--- src/rtl/bram_readout_pkg.sv ---
// -----------------------------------------------------------------------------
// bram_readout_pkg
//   Shared beamformer definitions: default RAM geometry and the readout FSM
//   state encoding. Imported by bram_readout.
// -----------------------------------------------------------------------------
package bram_readout_pkg;

    // Default output-signal RAM geometry (2048 x 12-bit samples).
    localparam int unsigned BF_ADDR_W = 11;
    localparam int unsigned BF_DATA_W = 12;

    // Readout FSM states.
    typedef enum logic [2:0] {
        StIdle    = 3'd0,
        StWait    = 3'd1,
        StIssue   = 3'd2,
        StCapture = 3'd3,
        StPresent = 3'd4,
        StDone    = 3'd5
    } rd_state_e;

    // Every state except idle counts as busy.
    function automatic logic state_is_busy(input rd_state_e st);
        return (st != StIdle);
    endfunction

endpackage

--- src/rtl/bram_readout.sv ---
// -----------------------------------------------------------------------------
// bram_readout
//   Drains samples from the external output-signal RAM and streams them out
//   over a valid/ready interface. A drain reads num_samples consecutive
//   addresses starting at start_addr (wrapping modulo 2^ADDR_W) and never
//   reads past what the beamformer has written (wr_count).
//
// Ports
//   clk          in   single clock, rising edge
//   rst          in   asynchronous active-high reset
//   start        in   begin a drain (only honoured in idle)
//   start_addr   in   first RAM address of the drain
//   num_samples  in   samples to drain, 0..2^ADDR_W
//   wr_count     in   samples written by the beamformer since start_addr
//   ram_address  out  RAM read address (holds its last value)
//   ram_rden     out  RAM read enable, one cycle per sample
//   ram_q        in   RAM read data, one cycle after ram_rden
//   out_data     out  streamed sample
//   out_valid    out  out_data is valid
//   out_ready    in   downstream accepts the sample
//   busy         out  high whenever not idle
//   done         out  one-cycle pulse at the end of a drain
// -----------------------------------------------------------------------------
module bram_readout
    import bram_readout_pkg::*;
#(
    parameter int unsigned ADDR_W = BF_ADDR_W,
    parameter int unsigned DATA_W = BF_DATA_W
) (
    input  logic              clk,
    input  logic              rst,
    input  logic              start,
    input  logic [ADDR_W-1:0] start_addr,
    input  logic [ADDR_W:0]   num_samples,
    input  logic [ADDR_W:0]   wr_count,
    output logic [ADDR_W-1:0] ram_address,
    output logic              ram_rden,
    input  logic [DATA_W-1:0] ram_q,
    output logic [DATA_W-1:0] out_data,
    output logic              out_valid,
    input  logic              out_ready,
    output logic              busy,
    output logic              done
);

    localparam int unsigned CntW = ADDR_W + 1;

    rd_state_e         r_state;
    rd_state_e         w_state_next;
    logic [ADDR_W-1:0] r_addr;
    logic [ADDR_W-1:0] w_addr_next;
    logic [CntW-1:0]   r_rd_cnt;
    logic [CntW-1:0]   w_rd_cnt_next;
    logic [CntW-1:0]   r_target;
    logic [CntW-1:0]   w_target_next;
    logic [ADDR_W-1:0] r_ram_address;
    logic [ADDR_W-1:0] w_ram_address_next;
    logic [DATA_W-1:0] r_out_data;
    logic [DATA_W-1:0] w_out_data_next;

    logic [CntW-1:0]   w_rd_cnt_inc;
    logic [ADDR_W-1:0] w_addr_inc;
    logic              w_last;
    logic              w_next_written;

    // Address increment wraps naturally at the register width.
    assign w_addr_inc     = r_addr + ADDR_W'(1);
    assign w_rd_cnt_inc   = r_rd_cnt + CntW'(1);
    assign w_last         = (w_rd_cnt_inc == r_target);
    // The sample after the one being handed over is already in RAM.
    assign w_next_written = (w_rd_cnt_inc < wr_count);

    // -------------------------------------------------------------------------
    // State register
    // -------------------------------------------------------------------------
    always_ff @(posedge clk or posedge rst) begin
        if (rst) begin
            r_state       <= StIdle;
            r_addr        <= '0;
            r_rd_cnt      <= '0;
            r_target      <= '0;
            r_ram_address <= '0;
            r_out_data    <= '0;
        end else begin
            r_state       <= w_state_next;
            r_addr        <= w_addr_next;
            r_rd_cnt      <= w_rd_cnt_next;
            r_target      <= w_target_next;
            r_ram_address <= w_ram_address_next;
            r_out_data    <= w_out_data_next;
        end
    end

    // -------------------------------------------------------------------------
    // Next-state logic
    // -------------------------------------------------------------------------
    always_comb begin
        w_state_next       = r_state;
        w_addr_next        = r_addr;
        w_rd_cnt_next      = r_rd_cnt;
        w_target_next      = r_target;
        w_ram_address_next = r_ram_address;
        w_out_data_next    = r_out_data;

        unique case (r_state)
            StIdle: begin
                if (start) begin
                    w_addr_next   = start_addr;
                    w_target_next = num_samples;
                    w_rd_cnt_next = '0;
                    w_state_next  = (num_samples == '0) ? StDone : StWait;
                end
            end

            StWait: begin
                // Only read an address once the beamformer has written it.
                if (r_rd_cnt < wr_count) begin
                    w_ram_address_next = r_addr;
                    w_state_next       = StIssue;
                end
            end

            StIssue: begin
                w_state_next = StCapture;
            end

            StCapture: begin
                // One-cycle RAM latency: ram_q belongs to the read just issued.
                w_out_data_next = ram_q;
                w_state_next    = StPresent;
            end

            StPresent: begin
                if (out_ready) begin
                    w_rd_cnt_next = w_rd_cnt_inc;
                    w_addr_next   = w_addr_inc;
                    if (w_last) begin
                        w_state_next = StDone;
                    end else if (w_next_written) begin
                        // Skip the wait state when data is already available so
                        // a continuously ready sink sees one sample per 3 cycles.
                        w_ram_address_next = w_addr_inc;
                        w_state_next       = StIssue;
                    end else begin
                        w_state_next = StWait;
                    end
                end
            end

            StDone: begin
                w_state_next = StIdle;
            end

            default: begin
                w_state_next = StIdle;
            end
        endcase
    end

    // -------------------------------------------------------------------------
    // Outputs: decoded from state so reset clears them immediately.
    // -------------------------------------------------------------------------
    assign ram_address = r_ram_address;
    assign ram_rden    = (r_state == StIssue);
    assign out_data    = r_out_data;
    assign out_valid   = (r_state == StPresent);
    assign busy        = state_is_busy(r_state);
    assign done        = (r_state == StDone);

endmodule

--- config.mk ---
export PLATFORM = sky130hd
export DESIGN_NAME = bram_readout
export DESIGN_NICKNAME = d
export VERILOG_FILES = /design/src/rtl/bram_readout_pkg.sv /design/src/rtl/bram_readout.sv
export SDC_FILE = /design/constraint.sdc
export NUM_CORES = 1
export LEC_CHECK = 0
export BUFFER_PORTS_ARGS = -buffer_cell sky130_fd_sc_hd__buf_2
export CAP_MARGIN = 25
export CORE_MARGIN = 2
export CORE_UTILIZATION = 52
export DETAILED_ROUTE_END_ITERATION = 12
export PLACE_DENSITY = 0.76
export SETUP_SLACK_MARGIN = 0.4
export SLEW_MARGIN = 10
export SYNTH_ARGS = -nofsm -noshare
export SYNTH_HDL_FRONTEND = slang
export SYNTH_SLANG_ARGS = --single-unit
--- constraint.sdc ---
create_clock -name clk -period 5.4 [get_ports clk]
set_clock_uncertainty 0.05 [all_clocks]
set_input_delay 0 -clock clk [delete_from_list [all_inputs] [get_ports clk]]
set_output_delay 0 -clock clk [all_outputs]
set_load 0.02 [all_outputs]
==> impl_metrics.yaml, run 1 <==
setup_path:
  critPathKind: "flop to flop"
  start_kind: "flop"
  end_kind: "flop"
  arrival_ns: 4.13
  worst-path-max-fanout: 12
  critPathRequiredTime_ns: 5.59
layout:
  multi_input_area_um2: 2295
  area_growth_pct: 23.87
  nets: 599
  antennaDiodeCount: 0
  ff_latch_area_um2: 1526
  fillers: 592
  drive_gt1_frac: 0.2552
synthesis:
  ys_types: 61
  ys_ff_latch: 61
  syn-num-nets: 498
  synth-async-reset-ratio: 1.000
  yosys_warnings: 0
  synth_area_leader_cell: "dfrtp_1"
  synthesis.area_um2: 4036
  synth_top_area_share: 0.3782
  synthFlopType: "dfrtp_1"
  syn_area_per_cell_um2: 9.542
  synth_edf_count: 0
  synthTopCellsByArea: "dfrtp_1 (38%), ha_1 (7.4%), mux2_2 (6.1%)"
  netlist_instances: 423
  yosysSeqAreaShare: 0.3782
power_and_ir_drop:
  leakage_uw: 0.002402
  intPower_uw: 1342
  p_clk_frac: 0.180
  switching_share: 0.4068
  p_per_area_nw_per_um2: 452.5
  ir_worst_vdd_uv: 394.2
  power_frac_seq: 0.369
  switchingPower_uw: 920.3
  p_comb_frac: 0.452
min_path:
  hold_class: "input pin to flop"
timing:
  period_share: 0.7305
  setup_violations: 0
  min_period_ns: 3.944
  report.final.hold_viol_count: 0
  rsz0062_at_grt: "false"
  tightest_slew_ns: 0.7732
  finalMaxSlewViolations: 0
  hold_ws_ns: 0.07361
  fin_setup_tns_ns: 0
  relSlewSlack: 0.4833
  fmax_mhz: 253.5
placement:
  hpwl_mm: 6.957
  routabilityCongestion: 0.9439
  numPortBuffers: 77
floorplanning:
  io_pins: 78
  dieWidth_um: 92.11
  die_area_um2: 8483
  die_h_um: 92.11
  core_um2: 7607
  rows: 32
  start_util: 0.5306
grt:
  grt-ovfl-total: 0
  grt_pass1_vias: 3526
  grt_pass1_wl_mm: 16.93
  track_usage: 0.2535
  grt_max_degree: 62
  antenna_found_initial: 0
clock_tree:
  holdBufCountCts: 37
  cts_buffers: 9
  cts_sinks: 61
  htreeDepth: 3
  ctsResizeCount: 0
  cts_buffer_depth: 2
  clkLatencyLatePin_ns: 0.35
  clk_pin_slew_ns: 0.08
  cts_root_buffer: "clkbuf_8"
  post_cts.repair.setup_buffers: 0
  cts_tree: "done"
routing:
  dr_total_vias: 3557
  vias_per_cell: 5.637
  routed_wirelength_mm: 10.34
  drtIter0Drc: 252
  drc_errors: 0
  ant_nets: 0
  first_pass_iters: 5
  wl_per_cell_um: 16.38
run:
  cap_viol_max_count: 0
status:
  run_status: "complete, no violations"
-- critical path, stage by stage (launching register included) --
cell and delay, ns:
dfrtp_1 0.55, ha_1 0.34, and3_1 0.34, nand3_1 0.16
xnor2_1 0.17, ha_1 0.29, nand2_1 0.06, nor3_1 0.16
a21oi_1 0.11, o21ai_0 0.52, o31ai_1 0.23, a21oi_4 0.48
mux2_1 0.38
-- layout make-up --
type | count | area share
Multi-Input combinational cell | 312 | 0.4590
Sequential cell | 61 | 0.3053
Timing Repair Buffer | 116 | 0.1542
Clock buffer | 10 | 0.02553
Tap cell | 102 | 0.02553
Inverter | 24 | 0.01802
Clock inverter | 6 | 0.01251
-- worst paths after layout --
| kind | to | startpoint | depth (start not counted) | slack (ns) |
|---|---|---|---|---|
| max in group asynchronous | r_rd_cnt[9] | rst | 4 | 4.42 |
| hold reg to reg | ram_address[0] | ram_address[0] | 1 | 0.46 |
| hold / removal | r_state[0] | start | 4 | 0.07 |
| setup / recovery | ram_address[7] | r_rd_cnt[0] | 12 | 1.46 |
| setup reg to reg | ram_address[7] | r_rd_cnt[0] | 12 | 1.46 |
| min in group asynchronous | ram_address[6] | rst | 4 | 0.36 |
-- logic make-up (layout without fill, tap and decap cells) --
logic type	after synthesis	after routing	share of synthesized area
buffers and inverters	50	156	0.05424
adders and majority gates	24	24	0.07440
muxes	32	32	0.09764
AOI/OAI and AO/OA	100	100	0.1569
and+or+nand+nor	129	129	0.1730
DFF	61	61	0.3782
xor gates and xnor gates	27	27	0.06571
-- Yosys cell counts, types with 9 or more instances --
cell	number
mux2_4	9
inv_1	23
dfrtp_1	61
nor2_1	25
nand2_1	31
ha_1	24
o31ai_1	10
xnor2_1	17
nor3_1	10
nand3_1	9
clkbuf_1	14
mux2_2	22
o21ai_0	36
a21oi_1	23
-- metal layers --
metal  vias to the layer above  share of wire  GRT usage
li1                       1727              -          -
met1                      1688           0.45     0.3344
met2                       122           0.46     0.4056
met3                        20          0.059    0.05423
met4                         0          0.023     0.1070
met5                         -              0          0
-- per-stage QoR --
| stage | util | total power, uW | setup WS (ns) | cells | cell area (um^2) |
|---|---|---|---|---|---|
| after floorplan | - | 1562 | 2.284 | 423 | 4036 |
| after global placement | 0.5836 | 1780 | 1.745 | 578 | 4439 |
| after detailed placement | 0.5836 | 1820 | 1.566 | 578 | 4439 |
| after CTS | 0.6572 | 2251 | 1.559 | 631 | 5000 |
| after global routing | 0.6572 | 2400 | 1.249 | 631 | 5000 |
| final | 0.6572 | 2262 | 1.456 | 631 | 5000 |
-- power groups by stage --
stage / registers [uW] / clock network (uW) / logic, uW
2_1_floorplan: 873 / 0 / 689
3_3_place_gp: 821 / 0 / 959
3_5_place_dp: 834 / 0 / 986
4_1_cts: 828 / 412 / 1010
5_1_grt: 859 / 435 / 1110
6_report: 834 / 407 / 1020
-- cells in the final DEF, fill, tap and decap left out, types with 3 or more instances in the layout --
master         instances
o22ai_1                3
dfrtp_1               61
mux2_2                22
a21o_1                 4
clkinv_2               3
o21ai_0               36
nor3_1                10
nor2b_1                5
nand3_1                9
nand3b_1               4
ha_1                  24
xnor2_1               17
nor4_1                 8
and3_1                 7
mux2_4                 9
clkbuf_8               9
a21oi_1               22
inv_1                 22
xor2_1                 8
nand2_1               31
nand4_1                8
and4_1                 3
o31ai_1               10
nor2_1                25
nand2b_1               3
buf_2                 77
dlygate4sd3_1         37
and2_1                 3
-- state kept, by name (all words and copies together) (netlist names) --
signal and cells:
ram_address 11, out_data 12, r_rd_cnt 12, r_target 12, r_state 3, r_addr 11
Note: power is estimated with default switching activity, not from simulation.
==> inputs of run 2 (changes only) <==
- ABC_AREA: unset -> 1
- CORE_UTILIZATION: 52 -> 50
- clock period: 5.4 -> 3.3 ns (I/O delays scaled with it)
==> impl_metrics.yaml, run 2 <==
setup_path:
  end_kind: "flop"
  critPathKind: "flop to flop"
  worstReg2RegStart: "r_rd_cnt[0]"
  critPathRequiredTime_ns: 3.49
  reg2regPathDepth: 16
  arrival_ns: 2.89
  rr_endpoint: "ram_address[9]"
  start_kind: "flop"
  r2r_slack_ns: 0.60
  worst-path-max-fanout: 6
clock_tree:
  htreeDepth: 3
  clk_pin_slew_ns: 0.07
  clkLatencyLatePin_ns: 0.35
  cts_sinks: 61
  cts_buffer_depth: 2
  cts_buffers: 9
  cts_root_buffer: "clkbuf_8"
  cts_tree: "done"
synthesis:
  syn-num-nets: 572
  synth_area_leader_cell: "dfrtp_1"
  ys_top_cells_by_count: "nand2_1 (133), dfrtp_1 (61), inv_1 (54), nand3_1 (37), o21ai_0 (29)"
  synth.most_common_cell: "nand2_1"
  yosysSeqAreaShare: 0.3924
  syn_area_per_cell_um2: 7.827
  ys_ff_latch: 61
  synth-async-reset-ratio: 1.000
  synth_top_area_share: 0.3924
  netlist_instances: 497
  synthFlopType: "dfrtp_1"
  synthesis.area_um2: 3890
  synth_edf_count: 0
  yosys_warnings: 0
  ys_types: 36
  synthTopCellsByArea: "dfrtp_1 (39%), nand2_1 (13%), ha_1 (7.7%)"
power_and_ir_drop:
  switchingPower_uw: 1667
  ir_worst_vdd_uv: 510.0
  switching_share: 0.4413
  p_clk_frac: 0.169
  leakage_uw: 0.002573
  p_per_area_nw_per_um2: 751.0
  p_comb_frac: 0.486
  intPower_uw: 2110
  power_frac_seq: 0.345
floorplanning:
  core_um2: 7647
  dieWidth_um: 92.21
  die_area_um2: 8502
  io_pins: 78
  die_h_um: 92.21
  rows: 32
  start_util: 0.5087
placement:
  dp_worst_setup_slack_ns: 0.4725
  numPortBuffers: 77
  hpwl_mm: 7.170
  dp.cells: 669
  routabilityCongestion: 0.8759
layout:
  fillers: 629
  utilization: 0.6576
  final_cell_mix: "nand2_1 (132), buf_2 (77), dfrtp_1 (57)"
  fin_cells: 729
  ff_latch_area_um2: 1531
  final_common_cell: "nand2_1"
  area_growth_pct: 29.27
  nets: 697
  antennaDiodeCount: 0
  drive_gt1_frac: 0.2520
  multi_input_area_um2: 2101
grt:
  grt-ovfl-total: 0
  track_usage: 0.2644
  grt_pass1_vias: 3825
  grt_pass1_wl_mm: 17.64
  grt_max_degree: 32
  antenna_found_initial: 0
run:
  cap_viol_max_count: 0
timing:
  fin_setup_tns_ns: 0
  period_share: 0.8183
  tightest_slew_ns: 0.8314
  setup_ws_ns: 0.5997
  setup_violations: 0
  fmax_mhz: 370.3
  min_period_ns: 2.700
  report.final.hold_viol_count: 0
  finalMaxSlewViolations: 0
  relSlewSlack: 0.4437
  hold_ws_ns: 0.2511
  rsz0062_at_grt: "false"
routing:
  ant_nets: 0
  vias_per_cell: 5.442
  drtIter0Drc: 265
  wl_per_cell_um: 14.63
  routed_wirelength_mm: 10.67
  drc_errors: 0
  dr_total_vias: 3967
  first_pass_iters: 5
min_path:
  hold_class: "input pin to async pin"
status:
  run_status: "complete, no violations"
==> run 2: routing by layer <==
layer  GRT usage  up-vias  share of wire
met5           0        -              0
met4      0.1443        0          0.033
met3     0.05012       32          0.066
met2      0.4320      167           0.48
met1      0.3309     1857           0.42
li1            -     1911              -
==> run 2: critical path, cell delays in order (launching register included) <==
cell and delay (ns):
dfrtp_2 0.41, ha_2 0.22, nand3_2 0.14, nor2_4 0.22
buf_4 0.14, nand3_2 0.06, nand2_2 0.10, ha_1 0.24
nand2_2 0.09, nor2_1 0.05, nand2_1 0.06, o2111ai_1 0.14
o21ai_2 0.26, buf_4 0.16, nand3_4 0.10, nand2_1 0.08
nand2_1 0.05
==> run 2: kinds of logic (layout without fill, tap and decap cells) <==
family	Yosys count	count (layout)	synth area share
AND/OR/NAND/NOR	248	249	0.3040
multiplexers	12	12	0.03474
buffers and inverters	74	203	0.07655
XOR/XNOR	4	4	0.009008
AO/OA/AOI/OAI	74	74	0.1061
adder cells (fa/ha/maj)	24	24	0.07720
flip-flops	61	61	0.3924
==> run 2: how the worst max path moves through the flow <==
| stage | cells after the start | from | endpoint |
|---|---|---|---|
| floorplan | 16 | r_rd_cnt[0] | ram_address[0] |
| detailed placement | 15 | r_rd_cnt[1] | ram_address[10] |
| CTS | 15 | r_rd_cnt[1] | ram_address[10] |
| global placement | 15 | r_rd_cnt[0] | ram_address[10] |
| finish | 16 | r_rd_cnt[0] | ram_address[9] |
| global route | 16 | r_rd_cnt[0] | ram_address[10] |
==> run 2: area by class of cell <==
class                      count  share of cell area
sequential                    61              0.3046
timing repair buffer         126              0.1694
clock inverter                 3            0.003732
tap                          102             0.02538
clock buffer                  13             0.03359
inverter                      61             0.04553
multi-input combinational    363              0.4178
==> run 2: power by group through the flow <==
stage	Clock, uW	Combinational, uW	Sequential, uW
2_1_floorplan	0	1130	1440
3_3_place_gp	0	1690	1290
3_5_place_dp	0	1750	1300
4_1_cts	648	1790	1290
5_1_grt	679	2050	1330
6_report	639	1840	1300
==> run 2: stage by stage <==
stage	power, uW	instance area, um^2
global route	4067	5029
finish	3777	5029
floorplan	2572	3890
global placement	2981	4379
detailed placement	3047	4379
CTS	3728	4947
==> run 2: what timing repair did <==
item | 4_1_cts | 5_1_grt
gates resized for setup | 0 | 13
endpoints found under the hold margin | 67 | 0
setup endpoints to repair | 0 | 12
buffers inserted | 0 | 5
hold buffers | 38 | 0
==> inputs of run 3 (changes only) <==
- ABC_AREA: 1 -> 0
- CORE_UTILIZATION: 50 -> 51
- PLACE_DENSITY: 0.76 -> 0.77
- clock period: 3.3 -> 2.35 ns (I/O delays scaled with it)
==> impl_metrics.yaml, run 3 (synthesized netlist as in run 1, its figures left out) <==
layout:
  antennaDiodeCount: 0
  fillers: 490
  ff_latch_area_um2: 1534
  utilization: 0.7550
  final_common_cell: "buf_2"
  fin_cells: 702
  fin_area_um2: 5804
  nets: 670
  area_growth_pct: 43.80
  final_cell_mix: "buf_2 (77), buf_4 (69), dfrtp_1 (55)"
  drive_gt1_frac: 0.4017
  multi_input_area_um2: 2481
power_and_ir_drop:
  power_frac_seq: 0.329
  ir_worst_vdd_uv: 938.4
  p_comb_frac: 0.471
  switchingPower_uw: 2242
  p_clk_frac: 0.200
  p_per_area_nw_per_um2: 993.9
  leakage_uw: 0.002803
  switching_share: 0.3886
  intPower_uw: 3527
clock_tree:
  cts_tree: "done"
  clkLatencyLatePin_ns: 0.34
  cts_root_buffer: "clkbuf_8"
  cts_sinks: 61
  cts_buffer_depth: 2
  htreeDepth: 3
  clk_pin_slew_ns: 0.08
  cts_buffers: 9
routing:
  drtIter0Drc: 336
  routed_wirelength_mm: 11.99
  ant_nets: 0
  first_pass_iters: 5
  dr_total_vias: 4032
  drc_errors: 0
  wl_per_cell_um: 17.08
  vias_per_cell: 5.744
min_path:
  holdPathEnd: "r_state[0]"
  hold-path-cell-count: 4
  hold_start: "start"
  hold_class: "input pin to flop"
run:
  cap_viol_max_count: 0
timing:
  report.final.hold_viol_count: 0
  fmax_mhz: 349.6
  min_period_ns: 2.861
  period_share: 1.217
  hold_ws_ns: 0.09345
  finalMaxSlewViolations: 0
  setup_ws_ns: -0.5106
  setup_violations: 14
  rsz0062_at_grt: "true"
  relSlewSlack: 0.5564
  tightest_slew_ns: 0.6644
status:
  run_status: "finished with violations"
  violations: "setup timing"
floorplanning:
  dieWidth_um: 92.97
  die_area_um2: 8642
  rows: 32
  core_um2: 7687
  io_pins: 78
  start_util: 0.5251
  die_h_um: 92.97
setup_path:
  r2r_slack_ns: -0.51
  critPathKind: "flop to flop"
  start_kind: "flop"
  worst-path-max-fanout: 11
  end_kind: "flop"
  worstReg2RegStart: "r_rd_cnt[0]"
  reg2regPathDepth: 12
  arrival_ns: 3.04
  rr_endpoint: "ram_address[7]"
  critPathRequiredTime_ns: 2.53
grt:
  grt-ovfl-total: 0
  grt_pass1_vias: 4028
  grt_pass1_wl_mm: 19.51
  grt_max_degree: 34
  track_usage: 0.2885
  antenna_found_initial: 0
placement:
  placed_area_um2: 4947
  routabilityCongestion: 0.9251
  numPortBuffers: 77
  hpwl_mm: 7.925
  dp.cells: 637
## run 3: through the flow
| stage | total power [uW] | TNS (ns) | worst slack, ns |
|---|---|---|---|
| finish | 5769 | -6.138 | -0.5106 |
| floorplan | 3627 | -5.213 | -0.4833 |
| global placement | 4300 | -6.425 | -0.5365 |
| CTS | 5666 | -5.422 | -0.4651 |
| global route | 6082 | -7.533 | -0.6177 |
| detailed placement | 4401 | -8.171 | -0.6811 |
## run 3: how the worst max path moves through the flow
stage               depth (start not counted)             end   startpoint  slack [ns]
finish                                     12  ram_address[7]  r_rd_cnt[0]       -0.51
global route                               13  ram_address[7]  r_rd_cnt[2]       -0.62
CTS                                        13  ram_address[7]  r_rd_cnt[0]       -0.47
detailed placement                         12  ram_address[7]  r_rd_cnt[2]       -0.68
global placement                           11  ram_address[7]  r_rd_cnt[0]       -0.54
floorplan                                  14  ram_address[0]  r_rd_cnt[4]       -0.48
## run 3: layout make-up
class,count,area share
inverter,24,0.01552
clock inverter,7,0.02069
tap,102,0.02199
multi-input combinational,312,0.4275
clock buffer,9,0.02134
timing repair buffer,187,0.2287
sequential,61,0.2643
## run 3: repair_timing
action,4_1_cts,5_1_grt
hold buffers,37,0
setup buffers,6,6
pin swaps,10,3
setup endpoints to repair,17,27
hold endpoints to repair,69,0
resized for setup,25,11
## run 3: critical path, stage by stage (launching register included)
cell and delay (ns):
dfrtp_2 0.42, ha_4 0.17, and3_4 0.24, nand4_4 0.13
xnor2_1 0.16, ha_1 0.31, a21o_1 0.20, a21oi_2 0.19
o21ai_4 0.11, o31ai_4 0.23, a21oi_4 0.06, buf_12 0.16
mux2_1 0.30
## run 3: layer usage
layer  routed length [um]  GRT usage
met5                    0          0
met4                  250     0.1091
met3                  793    0.04801
met2                 6036     0.4940
met1                 4912     0.3657
## run 3: power groups by stage
stage	clock network, uW	registers (uW)	logic [uW]
floorplan	0	2010	1610
global placement	0	1840	2460
detailed placement	0	1860	2540
CTS	1170	1860	2640
global route	1210	1940	2930
finish	1150	1900	2720
